## src/rtl/dec_gray2bin_seq.sv

```systemverilog
// -----------------------------------------------------------------------------
// dec_gray2bin_seq
//
// Sequential Gray-to-binary decoder. This is the receive-side partner of the
// combinational binary-to-Gray encoder. It takes one Gray word through a
// valid/ready handshake. It then resolves the binary value MSB-first, one bit
// per clock, along the XOR-prefix chain:
//     bin[W-1] = gray[W-1]
//     bin[i]   = bin[i+1] ^ gray[i]
// The finished word is presented through a second valid/ready handshake.
//
// Parameters
//   WIDTH      word width in bits, 1..32 (default 10)
//
// Ports
//   clk        rising-edge clock, the only clock of the block
//   rst_n      synchronous active-low reset, sampled on the rising edge of clk
//   in_valid   gray carries a word to decode
//   in_ready   decoder accepts a word this cycle (combinational)
//   gray       Gray-coded input word, sampled only on acceptance
//   out_valid  bin carries a completed result (registered)
//   out_ready  downstream takes bin this cycle
//   bin        decoded binary word (registered)
//
// Timing
//   The acceptance edge loads the MSB. Each following edge resolves one more
//   bit, so out_valid rises WIDTH-1 edges after acceptance. A result held in
//   DONE can be retired on the same edge that accepts the next word, which
//   gives one word per WIDTH cycles when out_ready stays high.
// -----------------------------------------------------------------------------
module dec_gray2bin_seq #(
    parameter int WIDTH = 10
) (
    input  logic             clk,
    input  logic             rst_n,
    input  logic             in_valid,
    output logic             in_ready,
    input  logic [WIDTH-1:0] gray,
    output logic             out_valid,
    input  logic             out_ready,
    output logic [WIDTH-1:0] bin
);

    // The bit index only has to reach WIDTH-2. A WIDTH of 1 never decodes
    // serially, but it still needs a legal 1-bit index vector.
    localparam int IDX_W = (WIDTH > 1) ? $clog2(WIDTH) : 1;

    // First bit resolved after acceptance. The MSB is written directly on the
    // acceptance edge.
    localparam logic [IDX_W-1:0] IDX_START = IDX_W'((WIDTH > 1) ? (WIDTH - 2) : 0);

    typedef enum logic [1:0] {
        IDLE   = 2'd0,
        DECODE = 2'd1,
        DONE   = 2'd2
    } state_t;

    state_t           state_reg;
    logic [WIDTH-1:0] greg_reg;       // Gray word captured at acceptance
    logic [WIDTH-1:0] bin_reg;        // partially or fully resolved binary word
    logic [IDX_W-1:0] idx_reg;        // next bit position to resolve
    logic             out_valid_reg;

    logic [WIDTH-1:0] step_bin;       // bin_reg with bit idx_reg resolved
    logic             accept;

    // -------------------------------------------------------------------------
    // Input handshake
    // -------------------------------------------------------------------------
    // A new word is taken when the decoder is empty. It is also taken when the
    // finished result is being retired on this same edge. Gating with rst_n
    // keeps the upstream producer from believing that a word was taken on an
    // edge where reset discards it.
    assign in_ready = rst_n & ((state_reg == IDLE) |
                               ((state_reg == DONE) & out_ready));
    assign accept   = in_valid & in_ready;

    // -------------------------------------------------------------------------
    // One decode step
    // -------------------------------------------------------------------------
    // Each bit position has its own small mux. The mux replaces the bit when
    // idx_reg points at that position. This builds a one-hot bit update
    // without a variable-index write inside the sequential block. The bit
    // above the current index is already final, so the step is a single XOR.
    //
    // The MSB always equals the captured Gray MSB. Driving it from greg_reg
    // keeps the capture register fully used, and it gives the same value as
    // bin_reg after every load or reset.
    assign step_bin[WIDTH-1] = greg_reg[WIDTH-1];

    genvar gi;
    generate
        for (gi = 0; gi < WIDTH - 1; gi = gi + 1) begin : g_step
            localparam logic [IDX_W-1:0] BIT_IDX = IDX_W'(gi);

            assign step_bin[gi] = (idx_reg == BIT_IDX)
                                ? (bin_reg[gi+1] ^ greg_reg[gi])
                                : bin_reg[gi];
        end
    endgenerate

    // -------------------------------------------------------------------------
    // Control FSM and datapath registers
    // -------------------------------------------------------------------------
    // The accept branch covers both IDLE and the back-to-back case in DONE.
    // The state-specific branches therefore only handle the non-accepting
    // cycles. Bits below the current index stay 0 while decoding. They fill in
    // top-down and are never flagged valid before the last step.
    always_ff @(posedge clk) begin
        if (!rst_n) begin
            state_reg     <= IDLE;
            out_valid_reg <= 1'b0;
            bin_reg       <= '0;
            greg_reg      <= '0;
            idx_reg       <= '0;
        end else if (accept) begin
            greg_reg           <= gray;
            bin_reg            <= '0;
            bin_reg[WIDTH-1]   <= gray[WIDTH-1];
            idx_reg            <= IDX_START;
            if (WIDTH == 1) begin
                // A single bit is already fully decoded by the load.
                state_reg     <= DONE;
                out_valid_reg <= 1'b1;
            end else begin
                state_reg     <= DECODE;
                out_valid_reg <= 1'b0;
            end
        end else begin
            case (state_reg)
                IDLE: begin
                    out_valid_reg <= 1'b0;
                end

                DECODE: begin
                    // in_valid is ignored here because in_ready is low.
                    bin_reg <= step_bin;
                    idx_reg <= idx_reg - 1'b1;
                    if (idx_reg == '0) begin
                        state_reg     <= DONE;
                        out_valid_reg <= 1'b1;
                    end
                end

                DONE: begin
                    // Without out_ready everything holds, so the result stays
                    // valid and stable until the consumer takes it.
                    if (out_ready) begin
                        state_reg     <= IDLE;
                        out_valid_reg <= 1'b0;
                    end
                end

                default: begin
                    state_reg     <= IDLE;
                    out_valid_reg <= 1'b0;
                end
            endcase
        end
    end

    assign out_valid = out_valid_reg;
    assign bin       = bin_reg;

endmodule
```

## config.mk

```make
export PLATFORM = sky130hd
export DESIGN_NAME = dec_gray2bin_seq
export DESIGN_NICKNAME = d
export VERILOG_FILES = /design/src/rtl/dec_gray2bin_seq.sv
export SDC_FILE = /design/constraint.sdc
export NUM_CORES = 1
export LEC_CHECK = 0
export BUFFER_PORTS_ARGS = -buffer_cell sky130_fd_sc_hd__clkbuf_2
export CAP_MARGIN = 10
export CORE_MARGIN = 1
export CORE_UTILIZATION = 57
export DETAILED_ROUTE_END_ITERATION = 16
export HOLD_SLACK_MARGIN = 0.05
export PLACE_DENSITY = 0.78
export SETUP_SLACK_MARGIN = 0.2
export SKIP_CTS_REPAIR_TIMING = 1
export SLEW_MARGIN = 5
export SYNTH_ARGS = -nofsm -noshare
export SYNTH_HDL_FRONTEND = slang
export SYNTH_SLANG_ARGS = --single-unit
```

## constraint.sdc

```tcl
create_clock -name clk -period 2.6 [get_ports clk]
set_input_delay 0.13 -clock clk [delete_from_list [all_inputs] [get_ports clk]]
set_output_delay 0.13 -clock clk [all_outputs]
set_load 0.05 [all_outputs]
```

==> metrics.cfg, run 1 <==
[logic_synthesis]
synth_top_area_share_pct=41.74
synth_top_area_cell=dfxtp_1
synthesis.instances=147
ys_seq_area_share_pct=41.74
syn_area_mm2=0.001295
synth_area_leaders=dfxtp_1, nor3_1, xor2_1, nand4_1, o21ai_0
ys_ff_latch=27
synth_warnings=0
syn_area_per_cell_um2=8.809
synthesis.nets=165
ys_types=35

[detailed_routing]
num_vias=1186
via_per_inst=5.900
first_pass_iters=4
drc=0
post_drt_wl_per_cell_um=14.83
first_iter_violations=31
routed_wl_mm=2.980
drtAntennaViolNets=0

[placed_design]
post-place-cells=190
hpwlAfterDp_mm=2.124
pre_cts_ws_ps=952.9
gp_congestion=0.8580
dpl-instance-area_mm2=0.001395
port_buffers=25

[clock_network]
htree_levels=1
numCtsBuffers=3
cts_buffer_depth=2
cts.clk_slew.worst_paths_ps=140
numClockSinks=27
cts_tree=built
clk_latency_ps=320
cts-root-buf=clkbuf_4

[timing]
setup_viol=0
hold_ws_ps=40.56
hold_viol_final=0
setup_ws_ps=884.8
slew_violations=0
rsz0062_at_grt=false
fin_crit_sh_pct=65.97
min_period_ps=1715
tns_ps=0
finClkSkew_ps=1.854
max_slew.worst_pin.slew_ps=469.8
clock.fmax_mhz=583.0
timing.slew.headroom_pct=68.68

[pwr]
p_per_area_mw_per_mm2=513.3
p_sw_mw=0.2220
p_comb_share_pct=16.7
power_leakage_nw=0.6129
p_int_mw=0.5443
vdd_drop_max_uv=532.6
sequentialPowerShare_pct=59.7
p_clk_share_pct=23.6
switching_share_pct=28.97

[global_routing]
grt_antenna_before_repair=0
grt_pass1_wl_mm=4.905
first_global_vias=1076
grt-ovfl-total=0
grt_max_degree=26
grt_usage_pct=26.36

[floorplan]
fp.coreArea_mm2=0.002042
pin_count=26
dieArea_mm2=0.002467
die_w_um=49.67
start_util_pct=63.42
die_h_um=49.67
rows=16

[setup_path]
cp-start-kind=flip-flop
r2r_end=idx_reg[3]
crit_path_end_kind=flip-flop
cp.required_ps=2830
reg2reg_depth=3
r2r_start=state_reg[1]
path_class=reg -> reg
endpoint=idx_reg[3]
crit_arrival_ps=1940
cp-startpoint=state_reg[1]
critPathMaxFanout=13
worst-r2r-setup-slack_ps=880

[finish]
syn_to_final_growth_pct=15.27
drive_above_1_share_pct=18.97
diodes=0
multi_input_area_um2=673.1
finish.instance_area_mm2=0.001493
register_area_um2=540.5
instances_no_fill=201
fillers=167
fin_nets=193

[worst_hold_path]
min_path_type=in -> reg

[flow_run]
max_cap_violations=0

[run_status]
status=finished clean

-- kinds of logic (layout without fill, tap and decap cells) --
logic type	Yosys count	after routing	synth area share (%)
compound gates	28	28	13.24
xor+xnor	11	11	7.440
fa+ha+maj	4	4	3.865
buf+inv	14	41	6.279
flops	27	27	41.74
mux	1	1	0.7730
simple gates	62	62	26.67
-- area by class of cell --
cell class | instances | area share, %
timing repair buffer | 33 | 13.58
clock inverter | 1 | 0.3353
multi-input combinational | 106 | 45.10
sequential | 27 | 36.21
clock buffer | 3 | 1.509
tap | 27 | 2.263
inverter | 4 | 1.006
-- worst max-delay path, stage by stage, from the launching register on --
cell and delay, ps:
dfxtp_1 500, nand2b_1 310, and3_1 410, or3_1 400
-- stage by stage --
step | util (%) | power, mW
2_1_floorplan | - | 0.5563
3_3_place_gp | 68.32 | 0.5802
3_5_place_dp | 68.32 | 0.5837
4_1_cts | 69.67 | 0.7582
5_1_grt | 73.10 | 0.8032
6_report | 73.10 | 0.7662
-- cell usage after synthesis --
library cell / count
buf_2: 1
nor2b_1: 3
or3_1: 1
dfxtp_1: 27
nand4_1: 10
and4b_1: 1
inv_1: 4
o21a_1: 1
xnor2_1: 2
xor2_1: 9
mux2i_1: 1
a21boi_0: 1
a21o_1: 1
clkbuf_1: 4
clkbuf_2: 1
nor3b_1: 1
o31ai_1: 1
buf_6: 3
a41oi_1: 1
ha_1: 4
or2_2: 1
buf_4: 1
nor2_1: 4
o21ai_0: 11
nor4b_1: 1
nand3b_1: 4
a31oi_1: 8
a211oi_2: 1
nor2b_4: 1
and3_1: 1
nand3_1: 1
nand2_1: 11
nor3_1: 19
a21oi_1: 3
nand2b_1: 3
-- worst min-delay path by stage --
stage	from	endpoint	slack, ps	cells past startpoint
CTS	gray[6]	greg_reg[6]	30	3
finish	gray[7]	greg_reg[7]	40	3
global placement	gray[6]	greg_reg[6]	360	3
detailed placement	gray[6]	greg_reg[6]	370	3
floorplan	gray[0]	greg_reg[0]	270	2
global route	gray[7]	greg_reg[7]	60	3
-- cells in the final DEF (no fill, tap or decap) --
cell type,n
ha_1,4
dfxtp_1,27
nor4b_1,1
dlygate4sd3_1,7
nand2_1,11
nor2b_1,3
buf_4,1
nand4_1,10
nor2_1,4
inv_1,4
xor2_1,9
a211oi_2,1
clkbuf_2,25
clkbuf_4,3
or3_1,1
o21ai_0,11
nand3_1,1
a21boi_0,1
nor2b_4,1
nand3b_1,4
and4b_1,1
nor3_1,19
or2_2,1
clkinv_2,1
o31ai_1,1
a31oi_1,8
mux2i_1,1
o21a_1,1
a21oi_1,3
nand2b_1,3
a21o_1,1
and3_1,1
a41oi_1,1
nor3b_1,1
xnor2_1,2
-- power groups by stage --
stage                     Clock [mW]  Sequential (mW)  Combinational [mW]
after floorplan                    0            0.468              0.0888
after global routing           0.203            0.461               0.139
after detailed placement           0            0.466               0.118
after CTS                      0.183            0.456               0.119
final                          0.181            0.457               0.128
after global placement             0            0.464               0.116
-- per-layer routing --
layer,vias up,global-route usage [%],wire length [um]
met4,0,8.095,40
met1,558,33.27,1281
met3,4,7.407,186
met5,-,0,0
met2,44,43.24,1472
li1,580,-,-
Note: power is estimated with default switching activity, not from simulation.
==> run 2: changes to the inputs <==
--- a/config.mk
+++ b/config.mk
@@ -7,11 +7,12 @@
 export LEC_CHECK = 0
 export BUFFER_PORTS_ARGS = -buffer_cell sky130_fd_sc_hd__clkbuf_2
 export CAP_MARGIN = 10
+export CORE_ASPECT_RATIO = 0.5
 export CORE_MARGIN = 1
-export CORE_UTILIZATION = 57
+export CORE_UTILIZATION = 48
 export DETAILED_ROUTE_END_ITERATION = 16
 export HOLD_SLACK_MARGIN = 0.05
-export PLACE_DENSITY = 0.78
+export PLACE_DENSITY = 0.7
 export SETUP_SLACK_MARGIN = 0.2
 export SKIP_CTS_REPAIR_TIMING = 1
 export SLEW_MARGIN = 5
==> constraint.sdc (replaced) <==
create_clock -name clk -period 1.45 [get_ports clk]
set_input_delay 0.0725 -clock clk [delete_from_list [all_inputs] [get_ports clk]]
set_output_delay 0.0725 -clock clk [all_outputs]
set_load 0.05 [all_outputs]
==> run 2 against run 1 <==
Clock skew grew 3.8 ps. Final cell count grew 7.0%. Non-clock buffer count rose by 6. Register-to-register slack worse by 700 ps. Sequential power grew 79%. Critical path depth rose by 2. Global-route usage fell by 1.6 points. Maximum frequency is 35% higher. Via count about the same. Wire length grew 7.9%. Sequential cell count unchanged. Combinational power is 120% higher. Critical endpoint is now bin[8]. Largest power group unchanged.
==> metrics.cfg, run 2 (synthesis results as in run 1) <==
[clock_network]
htree_levels=1  ; unchanged
cts_buffer_depth=2  ; unchanged
cts_tree=built
numClockSinks=27  ; unchanged
numCtsBuffers=3  ; unchanged
cts.clk_slew.worst_paths_ps=90  ; -50 ps
cts-root-buf=clkbuf_8
clk_latency_ps=280  ; -40 ps

[timing]
fin_crit_sh_pct=87.39  ; +21 points
finClkSkew_ps=5.625  ; +3.771 ps
timing.slew.headroom_pct=80.24  ; +12 points
setup_viol=0  ; unchanged
slew_violations=0  ; unchanged
hold_viol_final=0  ; unchanged
clock.fmax_mhz=789.2  ; +35%
setup_ws_ps=182.9  ; -702.0 ps
rsz0062_at_grt=true
tns_ps=0  ; unchanged
max_slew.worst_pin.slew_ps=296.0  ; -173.9 ps
min_period_ps=1267  ; -448.0 ps

[floorplan]
die_w_um=75.46  ; +52%
fp.coreArea_mm2=0.002372  ; +16%
dieArea_mm2=0.002922  ; +18%
pin_count=26  ; unchanged
start_util_pct=54.59  ; -8.8 points
rows=12  ; -4
die_h_um=38.73  ; -22%

[finish]
post-route-util_pct=69.83  ; -3.3 points
final_cell_mix=clkbuf_2, dfxtp_1, nor3_1, nand2_1, o21ai_0
fin_nets=199  ; +3.1%
syn_to_final_growth_pct=27.92
diodes=0  ; unchanged
drive_above_1_share_pct=35.00  ; +16 points
final_common_cell=clkbuf_2

[global_routing]
grt_max_degree=16  ; -38%
grt_usage_pct=24.73  ; -1.6 points
grt_pass1_wl_mm=4.961  ; +1.1%
first_global_vias=981  ; -8.8%
grt_antenna_before_repair=0  ; unchanged
grt-ovfl-total=0  ; unchanged

[setup_path]
cp-start-kind=flip-flop
r2r_start=idx_reg[0]
cp.required_ps=1610  ; -1220 ps
cpMaxStageDelayCell=dfxtp_4
path_class=reg -> reg
cp-startpoint=idx_reg[0]
crit_path_end_kind=flip-flop
path_cells=inv_2 > ha_4 > nand3b_1 > nor4b_2 > nor3_1
slowest_delay_ps=380  ; -120 ps
crit_arrival_ps=1430  ; -510 ps
critPathMaxFanout=5  ; -8

[detailed_routing]
num_vias=1185  ; -0.084%
drtAntennaViolNets=0  ; unchanged
post_drt_wl_per_cell_um=14.95  ; +0.86%
first_iter_violations=70  ; +130%
first_pass_iters=4  ; unchanged
drc=0  ; unchanged
routed_wl_mm=3.215  ; +7.9%
via_per_inst=5.512  ; -6.6%

[pwr]
p_comb_share_pct=18.3  ; +1.6 points
p_sw_mw=0.4375  ; +97%
p_per_area_mw_per_mm2=922.4  ; +80%
sequentialPowerShare_pct=53.6  ; -6.1 points
p_clk_share_pct=28.1  ; +4.5 points
power_leakage_nw=0.6695  ; +9.2%
vdd_drop_max_uv=507.9  ; -4.6%
switching_share_pct=28.63  ; -0.34 points
p_int_mw=1.091  ; +100%
power_mw=1.528  ; +99%

[run_status]
status=finished clean

[worst_hold_path]
min_from=gray[8]
min_path_type=in -> reg

[placed_design]
pre_cts_ws_ps=55.98  ; -896.9 ps
hpwlAfterDp_mm=2.206  ; +3.9%
gp_congestion=0.8789  ; +2.4%
port_buffers=25  ; unchanged

[flow_run]
max_cap_violations=0  ; unchanged

[run 2: cell count changes in the layout (fill, tap and decap cells not counted), sizes merged]
| cell | change |
|---|---|
| buf | +11 |
| dlygate4sd3 | -4 |
| clkbuf | -1 |
[run 2: through the flow]
stage	hold WS [ps]	cell area, um^2	cells
finish	19.80	1657	215
global route	51.71	1657	215
floorplan	215.8	1303	147
detailed placement	307.5	1458	204
global placement	307.1	1458	204
CTS	22.94	1504	208
[run 2: layout make-up]
cell class	instances	area, um^2
clock buffers	3	41.29
repair buffers	39	247.7
fillers	208	715.7
inverters	4	17.52
flip-flops and latches	27	553.0
well taps	35	43.79
clock inverters	1	5.005
multi-input cells	106	748.2
[run 2: critical path, delay by kind of cell, from the launching register on]
kind / cells / cell delay (ps)
buffers and inverters: 1 / 80
adder cells (fa/ha/maj): 1 / 150
flip-flops: 1 / 380
AND/OR/NAND/NOR: 3 / 550
[run 2: layer usage]
layer,up-vias,routed length [um],track usage (%)
met5,-,0,0
met4,0,22,6.481
met3,4,189,7.031
met2,34,1393,35.04
met1,551,1610,36.05
li1,596,-,-
[run 2: worst paths after layout]
kind	slack, ps	end	cells past startpoint
worst min-delay path	20	greg_reg[8]	3
worst max register to register	180	bin[8]	5
worst min register to register	470	greg_reg[9]	2
worst max-delay path	180	bin[8]	5
[run 2: power by group through the flow]
| stage | clock network (mW) | registers [mW] | logic (mW) |
|---|---|---|---|
| 6_report | 0.429 | 0.820 | 0.280 |
| 5_1_grt | 0.463 | 0.824 | 0.307 |
| 4_1_cts | 0.434 | 0.818 | 0.237 |
| 3_5_place_dp | 0 | 0.834 | 0.234 |
| 3_3_place_gp | 0 | 0.833 | 0.233 |
| 2_1_floorplan | 0 | 0.838 | 0.161 |
